<file path="src/rtl/control_defs.sv">
// ---------------------------------------------------------------------------
// control_defs
// Shared definitions for the multi-cycle MIPS-subset control unit:
//   - estado_t      : 4-bit FSM state encodings
//   - OP_* / FN_*   : supported opcodes and R-type funct codes
//   - ALU_*         : ALUSel codes driven into the ALU
//   - SRCB_* / PCSRC_* : datapath mux select codes
//   - es_retiro()   : states whose exit into FETCH completes an instruction
// ---------------------------------------------------------------------------
package control_defs;

    typedef enum logic [3:0] {
        FETCH     = 4'd0,
        DECODE    = 4'd1,
        MEM_ADDR  = 4'd2,
        MEM_READ  = 4'd3,
        WB_MEM    = 4'd4,
        MEM_WRITE = 4'd5,
        R_EXEC    = 4'd6,
        R_WB      = 4'd7,
        BRANCH    = 4'd8,
        JUMP      = 4'd9,
        I_EXEC    = 4'd10,
        I_WB      = 4'd11
    } estado_t;

    localparam logic [5:0] OP_R    = 6'b000000;
    localparam logic [5:0] OP_LW   = 6'b100011;
    localparam logic [5:0] OP_SW   = 6'b101011;
    localparam logic [5:0] OP_BEQ  = 6'b000100;
    localparam logic [5:0] OP_SLTI = 6'b001010;
    localparam logic [5:0] OP_J    = 6'b000010;

    localparam logic [5:0] FN_ADD  = 6'b100000;
    localparam logic [5:0] FN_SUB  = 6'b100010;
    localparam logic [5:0] FN_AND  = 6'b100100;
    localparam logic [5:0] FN_OR   = 6'b100101;
    localparam logic [5:0] FN_SLT  = 6'b101010;

    localparam logic [2:0] ALU_ADD = 3'b000;
    localparam logic [2:0] ALU_SUB = 3'b001;
    localparam logic [2:0] ALU_AND = 3'b010;
    localparam logic [2:0] ALU_OR  = 3'b011;
    localparam logic [2:0] ALU_SLT = 3'b100;

    localparam logic [1:0] SRCB_B      = 2'b00;
    localparam logic [1:0] SRCB_4      = 2'b01;
    localparam logic [1:0] SRCB_IMM    = 2'b10;
    localparam logic [1:0] SRCB_IMM_SH = 2'b11;

    localparam logic [1:0] PCSRC_ALU    = 2'b00;
    localparam logic [1:0] PCSRC_ALUOUT = 2'b01;
    localparam logic [1:0] PCSRC_JUMP   = 2'b10;

    // Last state of every legal instruction; leaving it retires the instruction.
    function automatic logic es_retiro(estado_t e);
        return e inside {WB_MEM, MEM_WRITE, R_WB, BRANCH, JUMP, I_WB};
    endfunction

endpackage

</file>
<file path="src/rtl/decodificador_funct.sv">
// ---------------------------------------------------------------------------
// decodificador_funct
// Combinational R-type funct decoder.
//   funct_i   in  6  IR[5:0]
//   alu_sel_o out 3  ALU operation for the funct (ADD when unsupported)
//   valido_o  out 1  funct is one of ADD/SUB/AND/OR/SLT
// ---------------------------------------------------------------------------
module decodificador_funct
    import control_defs::*;
(
    input  logic [5:0] funct_i,
    output logic [2:0] alu_sel_o,
    output logic       valido_o
);

    // NOTE: every output gets a default before the case so no latch is inferred.
    always_comb begin
        alu_sel_o = ALU_ADD;
        valido_o  = 1'b1;
        case (funct_i)
            FN_ADD:  alu_sel_o = ALU_ADD;
            FN_SUB:  alu_sel_o = ALU_SUB;
            FN_AND:  alu_sel_o = ALU_AND;
            FN_OR:   alu_sel_o = ALU_OR;
            FN_SLT:  alu_sel_o = ALU_SLT;
            default: valido_o  = 1'b0;
        endcase
    end

endmodule

</file>
<file path="src/rtl/control_multiciclo.sv">
// ---------------------------------------------------------------------------
// control_multiciclo
// Multi-cycle main control for the MIPS-subset datapath. Moore decode of the
// registered state, except BRANCH PCWrite (from Z) and R_EXEC ALUSel (from
// Funct). While RST is high every output except Retiradas is forced to 0.
//   CLK, RST            clock, async active-high reset
//   Opcode, Funct, Z    IR fields and ALU zero flag
//   PCWrite..PCSrc      datapath selects and enables
//   Ilegal              pulse in DECODE on an unsupported instruction
//   Estado              current state (debug)
//   Retiradas           completed-instruction counter (wraps)
// ---------------------------------------------------------------------------
module control_multiciclo
    import control_defs::*;
(
    input  logic        CLK,
    input  logic        RST,
    input  logic [5:0]  Opcode,
    input  logic [5:0]  Funct,
    input  logic        Z,
    output logic        PCWrite,
    output logic        IorD,
    output logic        MemRead,
    output logic        MemWrite,
    output logic        IRWrite,
    output logic        RegDst,
    output logic        MemToReg,
    output logic        RegWrite,
    output logic        ALUSrcA,
    output logic [1:0]  ALUSrcB,
    output logic [2:0]  ALUSel,
    output logic [1:0]  PCSrc,
    output logic        Ilegal,
    output logic [3:0]  Estado,
    output logic [31:0] Retiradas
);

    estado_t     estado_q, estado_d;
    logic [31:0] retiradas_q;
    logic [2:0]  funct_alu;
    logic        funct_ok;

    decodificador_funct u_decodificador_funct (
        .funct_i   (Funct),
        .alu_sel_o (funct_alu),
        .valido_o  (funct_ok)
    );

    always_comb begin
        estado_d = FETCH;
        case (estado_q)
            FETCH:  estado_d = DECODE;
            DECODE: begin
                case (Opcode)
                    OP_LW, OP_SW: estado_d = MEM_ADDR;
                    OP_R:         estado_d = funct_ok ? R_EXEC : FETCH;
                    OP_BEQ:       estado_d = BRANCH;
                    OP_J:         estado_d = JUMP;
                    OP_SLTI:      estado_d = I_EXEC;
                    default:      estado_d = FETCH;
                endcase
            end
            MEM_ADDR: begin
                if (Opcode == OP_LW)      estado_d = MEM_READ;
                else if (Opcode == OP_SW) estado_d = MEM_WRITE;
                else                      estado_d = FETCH;
            end
            MEM_READ: estado_d = WB_MEM;
            R_EXEC:   estado_d = R_WB;
            I_EXEC:   estado_d = I_WB;
            default:  estado_d = FETCH;
        endcase
    end

    // NOTE: sequential state uses non-blocking assignments so all registers
    // update together from the values seen before the edge.
    always_ff @(posedge CLK or posedge RST) begin
        if (RST) begin
            estado_q    <= FETCH;
            retiradas_q <= '0;
        end else begin
            estado_q <= estado_d;
            if (es_retiro(estado_q)) begin
                retiradas_q <= retiradas_q + 32'd1;
            end
        end
    end

    assign Retiradas = retiradas_q;

    always_comb begin
        PCWrite  = 1'b0;
        IorD     = 1'b0;
        MemRead  = 1'b0;
        MemWrite = 1'b0;
        IRWrite  = 1'b0;
        RegDst   = 1'b0;
        MemToReg = 1'b0;
        RegWrite = 1'b0;
        ALUSrcA  = 1'b0;
        ALUSrcB  = SRCB_B;
        ALUSel   = ALU_ADD;
        PCSrc    = PCSRC_ALU;
        Ilegal   = 1'b0;
        Estado   = 4'd0;
        // Reset masks everything so no strobe survives an abandoned instruction.
        if (!RST) begin
            Estado = estado_q;
            case (estado_q)
                FETCH: begin
                    MemRead = 1'b1;
                    IRWrite = 1'b1;
                    PCWrite = 1'b1;
                    ALUSrcB = SRCB_4;
                end
                DECODE: begin
                    ALUSrcB = SRCB_IMM_SH;
                    // Only an unsupported instruction falls straight back to FETCH.
                    Ilegal  = (estado_d == FETCH);
                end
                MEM_ADDR: begin
                    ALUSrcA = 1'b1;
                    ALUSrcB = SRCB_IMM;
                end
                MEM_READ: begin
                    MemRead = 1'b1;
                    IorD    = 1'b1;
                end
                WB_MEM: begin
                    RegWrite = 1'b1;
                    MemToReg = 1'b1;
                end
                MEM_WRITE: begin
                    MemWrite = 1'b1;
                    IorD     = 1'b1;
                end
                R_EXEC: begin
                    ALUSrcA = 1'b1;
                    ALUSel  = funct_alu;
                end
                R_WB: begin
                    RegWrite = 1'b1;
                    RegDst   = 1'b1;
                end
                BRANCH: begin
                    ALUSrcA = 1'b1;
                    ALUSel  = ALU_SUB;
                    PCSrc   = PCSRC_ALUOUT;
                    // An unknown Z compares as not-true, so the branch is not taken.
                    if (Z == 1'b1) PCWrite = 1'b1;
                end
                JUMP: begin
                    PCSrc   = PCSRC_JUMP;
                    PCWrite = 1'b1;
                end
                I_EXEC: begin
                    ALUSrcA = 1'b1;
                    ALUSrcB = SRCB_IMM;
                    ALUSel  = ALU_SLT;
                end
                I_WB: begin
                    RegWrite = 1'b1;
                end
                default: ;
            endcase
        end
    end

endmodule

</file>
<file path="config.mk">
export PLATFORM = sky130hd
export DESIGN_NAME = control_multiciclo
export DESIGN_NICKNAME = d
export VERILOG_FILES = /design/src/rtl/control_defs.sv /design/src/rtl/decodificador_funct.sv /design/src/rtl/control_multiciclo.sv
export SDC_FILE = /design/constraint.sdc
export NUM_CORES = 1
export LEC_CHECK = 0
export CAP_MARGIN = 20
export CORE_UTILIZATION = 25
export CTS_BUF_LIST = sky130_fd_sc_hd__clkbuf_2 sky130_fd_sc_hd__clkbuf_4 sky130_fd_sc_hd__clkbuf_8
export DETAILED_ROUTE_END_ITERATION = 10
export SLEW_MARGIN = 20
export SYNTH_ARGS = -nofsm -noshare
export SYNTH_HDL_FRONTEND = slang
export SYNTH_SLANG_ARGS = --single-unit
</file>
<file path="constraint.sdc">
create_clock -name CLK -period 2.8 [get_ports CLK]
set_clock_uncertainty 0.15 [all_clocks]
set_input_delay 0.56 -clock CLK [delete_from_list [all_inputs] [get_ports CLK]]
set_output_delay 0.56 -clock CLK [all_outputs]
set_load 0.02 [all_outputs]
</file>
; Word level (Yosys, flattened, before mapping)
; Cells that the tools add are included.
[op_classes]
addsub = 1
mul = 0
n_div = 0
n_lt_le_gt_ge = 0
n_eq_ne = 21
shifts = 0
mux = 35
n_bitwise = 0
reduce_logical = 12
[op_table]
columns = operator, n
row1 = 6-bit equality test (second input constant), 7
row2 = 32-bit by 1-bit adder with 32-bit output (second input constant), 1
row3 = 4-bit one-hot mux with 6 select lines, 1
row4 = 1-bit 2-to-1 mux, 21
row5 = 4-bit one-hot mux with 5 select lines, 1
row6 = 4-bit by 3-bit equality test with 1-bit output (second input constant), 4
row7 = 4-bit equality test (second input constant), 4
row8 = 3-bit 2-to-1 mux, 4
row9 = 3-bit one-hot mux with 4 select lines, 1
row10 = 2-bit OR reduction, 5
row11 = 3-bit one-hot mux with 3 select lines, 1
row12 = 4-bit by 2-bit equality test with 1-bit output (second input constant), 2
row13 = 4-bit logical NOT, 2
row14 = 6-bit by 2-bit equality test with 1-bit output (second input constant), 1
row15 = 6-bit by 3-bit equality test with 1-bit output (second input constant), 1
row16 = 6-bit by 4-bit equality test with 1-bit output (second input constant), 1
row17 = 6-bit logical NOT, 1
row18 = 2-bit one-hot mux with 3 select lines, 1
row19 = 6-bit nonzero test, 1
row20 = 5-bit OR reduction, 1
row21 = 4-bit by 1-bit equality test with 1-bit output (second input constant), 1
row22 = 2-bit 2-to-1 mux, 2
row23 = 4-bit 2-to-1 mux, 1
row24 = 2-bit one-hot mux with 2 select lines, 1
row25 = 3 further kinds, 3
[totals]
ff_bits = 36
latchBits = 0
ram_bits = 0
mem_bits_ro = 0
inputBits = 15
memories = 0

; Longest topological paths before layout
; Gate-level depths: netlist of the first run.
[depth]
ltp_word = 9
mapped_depth = 6

; By module
; Synthesis of the first run repeated with hierarchy kept, for this count alone.
[unflattened]
cells_unflattened = 235
area_unflattened_um2 = 2162.1
[by_module_without_submodules]
columns = mod, n_inst, cells_each, area_per_inst_um2, seq_area_each_um2
row1 = control_multiciclo, 1, 225, 2078.2, 900.9
row2 = decodificador_funct, 1, 10, 83.8, 0.0

; Worst setup path after synthesis of the first run
; Ideal clock, no wire load.
[synth_path]
kind = input to output
startpoint = input RST
endpoint = output Ilegal
arrival_time_ns = 2.503
t_required_ns = 2.090
setup_slack_ns = -0.413
path_stages = 4
path_cell_list = clkbuf_1 -> inv_1 -> nand3_1 -> nor4b_1
[synth_between]
elab_chain_cells = 1
[synth_rtl]
columns = element, line_no
row1 = "start, declared", control_multiciclo.sv:17  ; input logic RST,
row2 = 1-bit 2-to-1 mux, control_multiciclo.sv:107  ; if (!RST) begin
row3 = "end, declared", control_multiciclo.sv:33  ; output logic Ilegal,
; Every way passes these cells.

; Worst setup path in the final report of the first run
[layout_path]
startpoint = input Funct[4]
endpoint = output Ilegal
[layout_between]
elab_chain_cells = 9
word_cells_on_any_way = 13
[layout_rtl]
columns = element, line_no
row1 = "start, declared", control_multiciclo.sv:19  ; input logic [5:0] Funct,
row2 = 6-bit equality test, decodificador_funct.sv:20  ; case (funct_i)
row3 = 5-bit OR reduction (no line) *, -
row4 = 1-bit 2-to-1 mux *, decodificador_funct.sv:20
row5 = 3-bit 2-to-1 mux *, control_multiciclo.sv:56  ; OP_R: estado_d = funct_ok ? R_EXEC : FETCH;
row6 = 4-bit one-hot mux with 5 select lines *, control_multiciclo.sv:54  ; case (Opcode)
row7 = 4-bit one-hot mux with 6 select lines *, control_multiciclo.sv:51  ; case (estado_q)
row8 = 4-bit logical NOT *, control_multiciclo.sv:119  ; Ilegal = (estado_d == FETCH);
row9 = 1-bit 2-to-1 mux *, control_multiciclo.sv:109  ; case (estado_q)
row10 = 1-bit 2-to-1 mux *, control_multiciclo.sv:107
; Every way passes the cells marked *; elsewhere a longest branch is shown, timed or not.

==> results.txt, run 1 <==
----------------------------------------------------
[GRT]
  Largest net degree at the start of global routing ... 36
  Initial antenna violation count ... 0
  Total congestion overflow after global routing ... 0
  Via count of the first global-routing pass ... between 1500 and 2000
  GRT Resource Usage Total ... 13.77%
  Global-route wire length before repair ... 9646 um

[Power and ir drop]
  Power per cell area ... about 420 nW/um^2
  Worst-case vdd ir drop ... 0.0001449 V
  Leakage ... roughly 1.4 nW

[STA]
  Count of final max-slew check failures ... 0
  Final hold violations ... 0
  Setup repair after global routing missed its margin ... no
  Setup-violating endpoint count in the final report ... 0
  Min Clock Period, post-route ... 2.717 ns
  Post-route fraction of the period consumed by the critical path ... 97.03%
  Max frequency ... 0.3681 GHz
  Hold slack ... 0.3235 ns
  Max-slew headroom at the worst pin ... a little under three fifths
  Post-route setup TNS ... 0 ns
  Least-Margin Pin Slew ... approximately 0.67 ns

[Yosys]
  Leading post-synthesis cells by instance count ... sky130_fd_sc_hd__dfrtp_1 (36), sky130_fd_sc_hd__xnor2_1 (28), sky130_fd_sc_hd__nand4_1 (18), sky130_fd_sc_hd__nand2_1 (17)
  Yosys warning total ... 0
  Netlist cell types ... 44
  Post-synth EDFFs ... 0
  Post-synth top area cell ... sky130_fd_sc_hd__dfrtp_1
  Sequential area share after synthesis ... 41.98%
  Post-synthesis instance area ... between 2000 and 2500 um^2
  Area share of the leading cell type in the synthesized netlist ... between 40% and 50%
  Main synth FF type ... sky130_fd_sc_hd__dfrtp_1
  Most frequent cell after synthesis ... sky130_fd_sc_hd__dfrtp_1
  Gate count of the mapped netlist ... 224
  Biggest area contributors in the synthesized netlist ... sky130_fd_sc_hd__dfrtp_1 (42%), sky130_fd_sc_hd__xnor2_1 (11%), sky130_fd_sc_hd__nand4_1 (5.2%), sky130_fd_sc_hd__nand2_1 (3.0%), sky130_fd_sc_hd__nor4_1 (2.3%)
  Flops & latches, synth ... 36
  Post-Synthesis Mean Instance Area ... 9.580 um^2
  Synthesized netlist net count ... 240
  Synth async-reset ratio ... 100.0%

[Worst setup path]
  Worst R2R Start ... estado_q[1]
  Data arrival time of the critical path ... about 2.0 ns
  Critical Path Fanout Max ... 2
  Type of destination of the critical path ... primary output
  Critical path type ... input port to primary output
  Worst reg2reg setup slack ... 0.80 ns
  Required time at the endpoint of the critical path ... 2.09 ns
  Startpoint class of the critical path ... input port
  Length in cells of the worst reg-to-reg path ... 6
  Endpoint of the worst register-to-register path ... Retiradas[13]

[Routing]
  Count of routing violations after the opening detailed-route iteration ... 102
  Detailed-router iteration count before antenna repair ... 4
  Remaining DRCs ... 0
  Routed wirelength normalized by instance count ... 14.05 um
  Total Routed Length ... 5959 um
  Average vias per placed instance ... between 4 and 5
  Overall via count from detail_route ... about 2000
  Antenna-violating nets left ... 0

[Job]
  Max-Cap Viols ... 0

[Worst hold path]
  Number of stages on the worst hold path ... 1
  Hold Path Sink ... Retiradas[31]
  Hold path startpoint ... Retiradas[31]
  Kind of path behind the tightest hold check ... register to register

[Clock tree]
  Master cell of the clock root buffer ... sky130_fd_sc_hd__clkbuf_8
  Max Buffers Root-to-Sink ... 2
  Sinks on the clock net ... 36
  CTS Hold Bufs ... 0
  CTS Buf Count ... 5
  CTS tree ... yes
  Later-pin clock latency in the skew report ... 0.29 ns
  CTS H-tree depth ... 2
  CTS clk-pin slew, worst paths ... about 0.060 ns

[Place]
  Count of buffers from port buffering ... 67
  Final weighted congestion in routability-driven placement ... 0.8961
  Inst Count DP ... approximately 420
  Placed wire-length estimate ... 4351 um

[Cells and area]
  Nets@finish ... 334
  Layout cells sized above 1 ... 21.63%
  Antenna cell count ... 0
  Growth of design area from synthesis to finish ... 52.77%
  Post-Layout Cell Count ... around 420
  Filler cell count ... 845

[Floorplan]
  Std-Cell Core Area ... approximately 8300 um^2
  Vertical die dimension ... 94.65 um
  Top-Level Pins ... 68
  Total Die Area ... 8958 um^2
  # rows ... 33
  Die extent in x ... 94.65 um
  Starting density of the core ... 25.98%

[Outcome]
  Outcome ... finished, final reports clean

----------------------------------------------------
[how the worst max path moves through the flow]
stage | from | end | slack [ns] | depth (start not counted)
floorplan | estado_q[3] | ALUSel[0] | 0.11 | 5
CTS | Opcode[4] | Ilegal | -0.16 | 7
global placement | Opcode[1] | Ilegal | -0.71 | 7
finish | Funct[4] | Ilegal | 0.08 | 8
detailed placement | Opcode[1] | Ilegal | -0.70 | 7
global route | estado_q[1] | MemWrite | 0.001 | 6
[report_power, final]
part | total (mW) | switching (mW) | internal [mW] | leakage, nW
registers | 0.577 | 0.0289 | 0.548 | 0.496
logic | 0.409 | 0.239 | 0.171 | 0.889
clock network | 0.399 | 0.179 | 0.220 | 0.0523
[cell type report]
type	count	area [um^2]	share of cell area, %
Multi-Input combinational cell	171	1240	37.82
Sequential cell	36	900.9	27.48
Timing Repair Buffer	97	878.3	26.79
Tap cell	105	131.4	4.008
Clock buffer	8	97.59	2.977
Inverter	7	30.03	0.9160
[worst max-delay path: stages]
cell                             delay [ns]
sky130_fd_sc_hd__dlymetal6s2s_1        0.12
sky130_fd_sc_hd__buf_4                 0.14
sky130_fd_sc_hd__nor4b_4               0.27
sky130_fd_sc_hd__o2111ai_2             0.15
sky130_fd_sc_hd__a2111oi_2             0.38
sky130_fd_sc_hd__buf_4                 0.17
sky130_fd_sc_hd__nor4b_2               0.04
sky130_fd_sc_hd__buf_4                 0.17
[timing repair]
item	CTS	global route
gates resized for setup	36	24
buffers inserted	0	1
setup endpoints to repair	18	3
pin swaps	2	6
[state kept, by name, indices dropped and copies added, names as in the netlist]
signal,count
estado_q,4
Retiradas,32
[routing by layer]
| layer | track usage [%] | wire length [um] |
|---|---|---|
| met5 | 0 | 0 |
| met4 | 4.419 | 89 |
| met3 | 2.496 | 197 |
| met2 | 21.88 | 2918 |
| met1 | 18.81 | 2753 |
[logic make-up (layout without fill, tap and decap cells)]
kind of cell	after synthesis	count (layout)	synth area share, %
compound gates	21	21	6.881
fa+ha+maj	1	1	0.5830
mux	3	3	1.516
simple gates	113	113	32.13
buf+inv	17	112	3.441
flops	36	36	41.98
xor+xnor	33	33	13.47
[cells in the final DEF, fill, tap and decap left out, drive strengths merged, types with 4 or more instances in the layout]
master         instances
nor3                  14
dfrtp                 36
nor2b                  7
nor3b                  6
nor4                   9
xnor2                 28
and3                   4
nand2b                 4
nand2                 17
dlymetal6s2s          10
inv                    6
xor2                   5
nand3                  9
clkdlybuf4s50         39
clkbuf                11
dlygate4sd2           12
o21ai                  5
nand4                 19
nor2                  10
buf                   33
[through the flow]
stage / setup slack, ns / power (mW) / area (um^2) / utilization, %
floorplan: 0.1141 / 0.8016 / 2156 / -
finish: 0.08328 / 1.385 / 3278 / 39.70
detailed placement: -0.7046 / 1.002 / 3128 / 37.88
global route: 0.001326 / 1.456 / 3278 / 39.70
CTS: -0.1608 / 1.401 / 3216 / 38.94
global placement: -0.7088 / 1.001 / 3128 / 37.88
Note: power is estimated with default switching activity, not from simulation.
==> run 2, diff against run 1 <==
CORE_UTILIZATION = 45   (was 25)
CTS_BUF_LIST = sky130_fd_sc_hd__clkbuf_8   (was sky130_fd_sc_hd__clkbuf_2 sky130_fd_sc_hd__clkbuf_4 sky130_fd_sc_hd__clkbuf_8)
PLACE_DENSITY = 0.78   (was not set)
SLEW_MARGIN = not set   (was 20)
==> run 2 against run 1 <==
The run now ends with design-rule violations left; worst hold slack improved by 0.012 ns; routed wire length is 1.8% lower; non-clock buffer count stayed put; count of clock-buffer cells in the layout fell by 3; critical path depth shrank 2; sequential cell count is the same; via count grew 2.8%; setup slack got worse by 0.026 ns; first-iteration DRC count is 23% higher; die area decreased by 44%; largest cell class unchanged.
==> results.txt, run 2 (synthesized netlist as in run 1, its figures left out) <==
----------------------------------------------------
[GRT]
  Global-route wire length before repair ... slightly below 10000 um
  GRT Resource Usage Total ... 24.18%
  Via count of the first global-routing pass ... 1967
  Initial antenna violation count ... 0
  Total congestion overflow after global routing ... 0
  Largest net degree at the start of global routing ... 37

[Place]
  Placed wire-length estimate ... 4150 um
  Count of buffers from port buffering ... 67
  Final weighted congestion in routability-driven placement ... approximately 0.91
  Inst Count DP ... around 360
  Placed inst area ... 3054 um^2

[Clock tree]
  CTS H-tree depth ... 2
  Master cell of the clock root buffer ... sky130_fd_sc_hd__clkbuf_8
  CTS clk-pin slew, worst paths ... roughly 0.080 ns
  Later-pin clock latency in the skew report ... 0.29 ns
  CTS tree ... yes
  Sinks on the clock net ... 36
  CTS Hold Bufs ... 0
  Max Buffers Root-to-Sink ... 2
  CTS Buf Count ... 5

[Floorplan]
  Total Die Area ... 5049 um^2
  # rows ... 24
  Top-Level Pins ... 68
  Starting density of the core ... a little under half
  Die extent in x ... 71.06 um
  Vertical die dimension ... 71.06 um
  Std-Cell Core Area ... 4474 um^2

[Worst setup path]
  Critical Path Fanout Max ... 7
  Type of destination of the critical path ... primary output
  Cells traversed along the worst timing path ... nand2b_1 -> buf_4 -> nor3_1 -> nand4_1 -> a211oi_1 -> dlygate4sd2_1
  Startpoint class of the critical path ... register
  Required time at the endpoint of the critical path ... 2.09 ns
  Critical Path Max Stage Delay ... ~0.38 ns
  Critical path type ... register to primary output
  Highest-delay cell along the critical path ... sky130_fd_sc_hd__dfrtp_1
  Data arrival time of the critical path ... 2.03 ns

[STA]
  Post-route fraction of the period consumed by the critical path ... 97.95%
  Count of final max-slew check failures ... 0
  Hold slack ... 0.3354 ns
  Max frequency ... 0.3646 GHz
  Min Clock Period, post-route ... 2.743 ns
  Setup-violating endpoint count in the final report ... 0
  Max-slew headroom at the worst pin ... 60.96%
  Least-Margin Pin Slew ... 0.5824 ns
  Final hold violations ... 0

[Routing]
  Detailed-router iteration count before antenna repair ... 7
  Total Routed Length ... 5851 um
  Remaining DRCs ... 4
  Count of routing violations after the opening detailed-route iteration ... 125
  Antenna-violating nets left ... 0
  Routed wirelength normalized by instance count ... 15.77 um
  Average vias per placed instance ... 5.660
  Overall via count from detail_route ... 2100

[Cells and area]
  Antenna cell count ... 0
  Multi-input gate area ... 1236 um^2
  Nets@finish ... 334
  Max FFs per register ... 32
  Post-route cell area ... approximately 3200 um^2
  Post-Layout Cell Count ... 371
  Filler cell count ... around 350
  Post-layout utilization of the core ... 72.15%
  Layout cells sized above 1 ... 20.69%
  Commonest cells after routing, fill and taps aside ... sky130_fd_sc_hd__dfrtp_1 (36), sky130_fd_sc_hd__clkdlybuf4s50_1 (35), sky130_fd_sc_hd__buf_4 (31), sky130_fd_sc_hd__xnor2_1 (28), sky130_fd_sc_hd__nand4_1 (18)
  Area of all sequential standard cells ... 900.9 um^2
  Growth of design area from synthesis to finish ... 50.44%
  Most common cell after layout, fill and taps aside ... sky130_fd_sc_hd__dfrtp_1

[Power and ir drop]
  Post-route total power ... 1.435 mW
  Worst-case vdd ir drop ... ~0.00034 V
  Leakage ... 1.463 nW
  Power per cell area ... about 440 nW/um^2

[Outcome]
  Outcome ... complete, but fails checks
  Violations in the final reports ... design-rule violations

[Job]
  Max-Cap Viols ... 0

[Worst hold path]
  Kind of path behind the tightest hold check ... register to register

----------------------------------------------------
==> run 2: area by class of cell <==
| cell class | count | area share, % |
|---|---|---|
| clock inverters | 3 | 1.318 |
| inverters | 7 | 0.9302 |
| clock buffers | 5 | 2.132 |
| multi-input cells | 171 | 38.29 |
| well taps | 52 | 2.016 |
| flip-flops and latches | 36 | 27.91 |
| repair buffers | 97 | 27.40 |
==> run 2: per-layer routing <==
metal	routed length, um	share of wire [%]	track usage [%]	up-vias
met5	0	0	0	-
met2	2832	48	38.68	60
met3	238	4.1	4.416	14
met4	146	2.5	9.111	0
met1	2633	45	32.82	1025
li1	-	-	-	1001
==> run 2: power breakdown <==
part           switching [mW]  internal (mW)  total, mW
Clock                   0.198          0.263      0.461
Sequential             0.0335          0.548      0.581
Combinational           0.227          0.166      0.393
Total                   0.458          0.977       1.44
==> run 2: worst max-delay path, delay by kind of cell, from the launching register on <==
family / cells / cell delay (ns)
AOI/OAI and AO/OA: 1 / 0.32
DFF: 1 / 0.38
buffers and inverters: 2 / 0.55
and+or+nand+nor: 3 / 0.48
==> run 2: path summary, 6_finish.rpt <==
kind                       slack, ns  cells past startpoint     startpoint       endpoint
setup / recovery                0.06                      6    estado_q[3]      ALUSel[2]
hold / removal                  0.34                      1  Retiradas[31]  Retiradas[31]
setup reg to reg                0.72                      6    estado_q[1]  Retiradas[13]
hold reg to reg                 0.34                      1  Retiradas[31]  Retiradas[31]
max in group asynchronous       1.76                      3            RST   Retiradas[5]
min in group asynchronous       0.42                      3            RST   Retiradas[8]
==> run 2: through the flow <==
step	TNS, ns	worst slack [ns]
after CTS	-0.1794	-0.1794
after global routing	-0.03857	-0.03587
final	0	0.05727
after detailed placement	-3.174	-0.7429
after global placement	-3.007	-0.7004
after floorplan	0	0.1141
==> run 2: timing repair <==
item                       4_1_cts  5_1_grt
gates resized for setup         33       23
pin swaps                        2        4
setup endpoints to repair       19        5
setup buffers                    0        2
==> run 3, diff against run 2 <==
ABC_AREA = 1   (was not set)
PLACE_DENSITY = 0.82   (was 0.78)
SLEW_MARGIN = 25   (was not set)
==> run 3 against run 2 <==
The flow now finishes without violations; combinational power increased by 11%; non-clock buffer count shrank 17; sequential share of layout area fell by 2.1 points; die area rose by 19%; count of clock-buffer cells in the layout is 1 higher; utilization down 8.7 points; critical path type unchanged; highest routed layer unchanged.
==> results.txt, run 3 <==
----------------------------------------------------
[Cells and area]
  Growth of design area from synthesis to finish ... 36.49%
  Most common cell after layout, fill and taps aside ... sky130_fd_sc_hd__nand2_1
  Max FFs per register ... 32
  Filler cell count ... 485
  Nets@finish ... ~480
  Post-Layout Cell Count ... 533
  Multi-input gate area ... 1528 um^2
  Area of all sequential standard cells ... 900.9 um^2
  Commonest cells after routing, fill and taps aside ... sky130_fd_sc_hd__nand2_1 (131), sky130_fd_sc_hd__nor2_1 (64), sky130_fd_sc_hd__clkdlybuf4s50_1 (58), sky130_fd_sc_hd__dfrtp_1 (36), sky130_fd_sc_hd__inv_1 (30)
  Antenna cell count ... 0
  Layout cells sized above 1 ... 11.93%

[Routing]
  Metal3 WL ... 384 um
  Routed metal-1 wire length ... 3016 um
  Top layer reached by signal wires ... met4
  Metal2 WL ... 3524 um
  Routed wirelength normalized by instance count ... roughly 13 um
  Detailed-router iteration count before antenna repair ... 4
  Remaining DRCs ... 0
  Count of routing violations after the opening detailed-route iteration ... 134
  Total Routed Length ... 7019 um
  Average vias per placed instance ... 5.135
  Antenna-violating nets left ... 0
  Overall via count from detail_route ... 2737

[Place]
  Worst setup slack after placement ... -0.2725 ns
  Count of buffers from port buffering ... 67
  Placed wire-length estimate ... 5387 um
  Inst Count DP ... 524
  Final weighted congestion in routability-driven placement ... 0.8616

[GRT]
  Initial antenna violation count ... 0
  GRT Resource Usage Total ... 24.77%
  Largest net degree at the start of global routing ... 19
  Total congestion overflow after global routing ... 0
  Via count of the first global-routing pass ... 2648
  Global-route wire length before repair ... 11860 um

[STA]
  Min Clock Period, post-route ... 2.728 ns
  Least-Margin Pin Slew ... 0.4650 ns
  Post-route fraction of the period consumed by the critical path ... a little over nine tenths
  Max frequency ... about 0.37 GHz
  Setup-violating endpoint count in the final report ... 0
  Final hold violations ... 0
  Count of final max-slew check failures ... 0
  Setup repair after global routing missed its margin ... no
  Max-slew headroom at the worst pin ... between 60% and 70%
  Setup ws final ... 0.07160 ns

[Yosys]
  Area share of the leading cell type in the synthesized netlist ... 35.17%
  Synth async-reset ratio ... 100.0%
  Main synth FF type ... sky130_fd_sc_hd__dfrtp_1
  Post-synthesis instance area ... 2561 um^2
  Netlist cell types ... 34
  Post-synth EDFFs ... 0
  Gate count of the mapped netlist ... approximately 380
  Yosys warning total ... 0
  Post-Synthesis Mean Instance Area ... 6.794 um^2
  Synthesized netlist net count ... ~390
  Sequential area share after synthesis ... approximately a third
  Most frequent cell after synthesis ... sky130_fd_sc_hd__nand2_1
  Biggest area contributors in the synthesized netlist ... sky130_fd_sc_hd__dfrtp_1 (35%), sky130_fd_sc_hd__nand2_1 (19%), sky130_fd_sc_hd__nor2_1 (10%), sky130_fd_sc_hd__inv_1 (4.4%), sky130_fd_sc_hd__nand3_1 (4.1%)
  Flops & latches, synth ... 36
  Leading post-synthesis cells by instance count ... sky130_fd_sc_hd__nand2_1 (131), sky130_fd_sc_hd__nor2_1 (69), sky130_fd_sc_hd__dfrtp_1 (36), sky130_fd_sc_hd__inv_1 (30), sky130_fd_sc_hd__nand3_1 (21)
  Post-synth top area cell ... sky130_fd_sc_hd__dfrtp_1

[Job]
  Max-Cap Viols ... 0

[Floorplan]
  # rows ... 27
  Vertical die dimension ... 77.44 um
  Die extent in x ... 77.44 um
  Top-Level Pins ... just under 70
  Total Die Area ... approximately 6000 um^2
  Std-Cell Core Area ... 5507 um^2
  Starting density of the core ... 46.51%

[Power and ir drop]
  Cell internal pwr ... 0.9107 mW
  Sequential share of power ... 42.1%
  Post-route total power ... 1.418 mW
  Worst-case vdd ir drop ... 0.0004547 V
  Relative contribution of combinational cells to total power ... 30.6%
  Leakage ... about 1.6 nW
  Power per cell area ... 405.7 nW/um^2
  Net Sw Frac ... 35.78%
  Switching power summed over all nets ... between 0.5 and 0.6 mW
  Clock network fraction of design power ... 27.3%

[Worst setup path]
  Required time at the endpoint of the critical path ... 2.09 ns
  Type of destination of the critical path ... primary output
  Startpoint class of the critical path ... register
  Cells traversed along the worst timing path ... nor2_1 -> inv_1 -> nor3_1 -> buf_4 -> clkdlybuf4s50_1
  Critical Path Max Stage Delay ... 0.59 ns
  Highest-delay cell along the critical path ... sky130_fd_sc_hd__clkdlybuf4s50_1
  Data arrival time of the critical path ... 2.02 ns
  Critical Path Fanout Max ... 4
  Critical path type ... register to primary output

[Clock tree]
  CTS tree ... yes
  Later-pin clock latency in the skew report ... between 0.2 and 0.3 ns
  Max Buffers Root-to-Sink ... 2
  CTS Buf Count ... 5
  Master cell of the clock root buffer ... sky130_fd_sc_hd__clkbuf_8
  CTS clk-pin slew, worst paths ... 0.07 ns
  Sinks on the clock net ... 36
  CTS H-tree depth ... 2

[Worst hold path]
  Kind of path behind the tightest hold check ... register to register

[Outcome]
  Outcome ... finished, final reports clean

----------------------------------------------------
-- run 3: path summary, 6_finish.rpt --
kind / start / to / slack, ns / cells after the start
worst max-delay path: estado_q[3] / ALUSrcB[0] / 0.07 / 5
worst min-delay path: Retiradas[21] / Retiradas[21] / 0.38 / 1
worst max register to register: estado_q[2] / Retiradas[24] / 1.02 / 8
worst min register to register: Retiradas[21] / Retiradas[21] / 0.38 / 1
max in group asynchronous: RST / Retiradas[29] / 1.46 / 4
min in group asynchronous: RST / estado_q[2] / 0.84 / 4
-- run 3: cells by family after synthesis --
group                    Yosys count  synth area share [%]
buffers and inverters             38                 5.667
AO/OA/AOI/OAI                     18                 4.348
flip-flops                        36                 35.17
XOR/XNOR                          21                 7.181
adder cells (fa/ha/maj)            1                0.4884
AND/OR/NAND/NOR                  263                 47.14
-- run 3: power groups by stage --
stage	clock network, mW	logic (mW)	registers, mW
global placement	0	0.428	0.605
detailed placement	0	0.437	0.606
floorplan	0	0.229	0.623
CTS	0.391	0.435	0.596
global route	0.416	0.474	0.603
finish	0.387	0.435	0.597
-- run 3: worst max-delay path: cells and delay by family (launching register included) --
kind	cells	cell delay, ns
flops	1	0.42
simple gates	2	0.43
buf+inv	3	0.89
-- run 3: cell type report --
class | instances | area share, %
multi-input combinational | 303 | 43.70
timing repair buffer | 80 | 21.65
clock buffer | 6 | 2.362
tap | 72 | 2.577
clock inverter | 2 | 0.2863
sequential | 36 | 25.77
inverter | 34 | 3.651
-- run 3: metrics by stage --
| stage | utilization, % | instance area, um^2 | TNS (ns) | hold WS [ns] |
|---|---|---|---|---|
| 2_1_floorplan | - | 2561 | 0 | 0.4598 |
| 6_report | 63.49 | 3496 | 0 | 0.3829 |
| 4_1_cts | 63.26 | 3483 | 0 | 0.3858 |
| 3_3_place_gp | 61.65 | 3395 | -0.8106 | 0.3528 |
| 5_1_grt | 63.49 | 3496 | 0 | 0.4036 |
| 3_5_place_dp | 61.65 | 3395 | -1.065 | 0.3670 |
-- run 3: repair_timing --
action	4_1_cts	5_1_grt
pin swaps	1	1
setup buffers	0	1
gates cloned	0	0
hold buffers	0	0
setup endpoints to repair	7	5
gates resized for setup	9	9
-- run 3: routing by layer --
metal / GRT usage (%) / vias to the layer above
li1: - / 1351
met1: 29.69 / 1287
met2: 44.69 / 91
met3: 3.882 / 8
met4: 8.491 / 0
met5: 0 / -
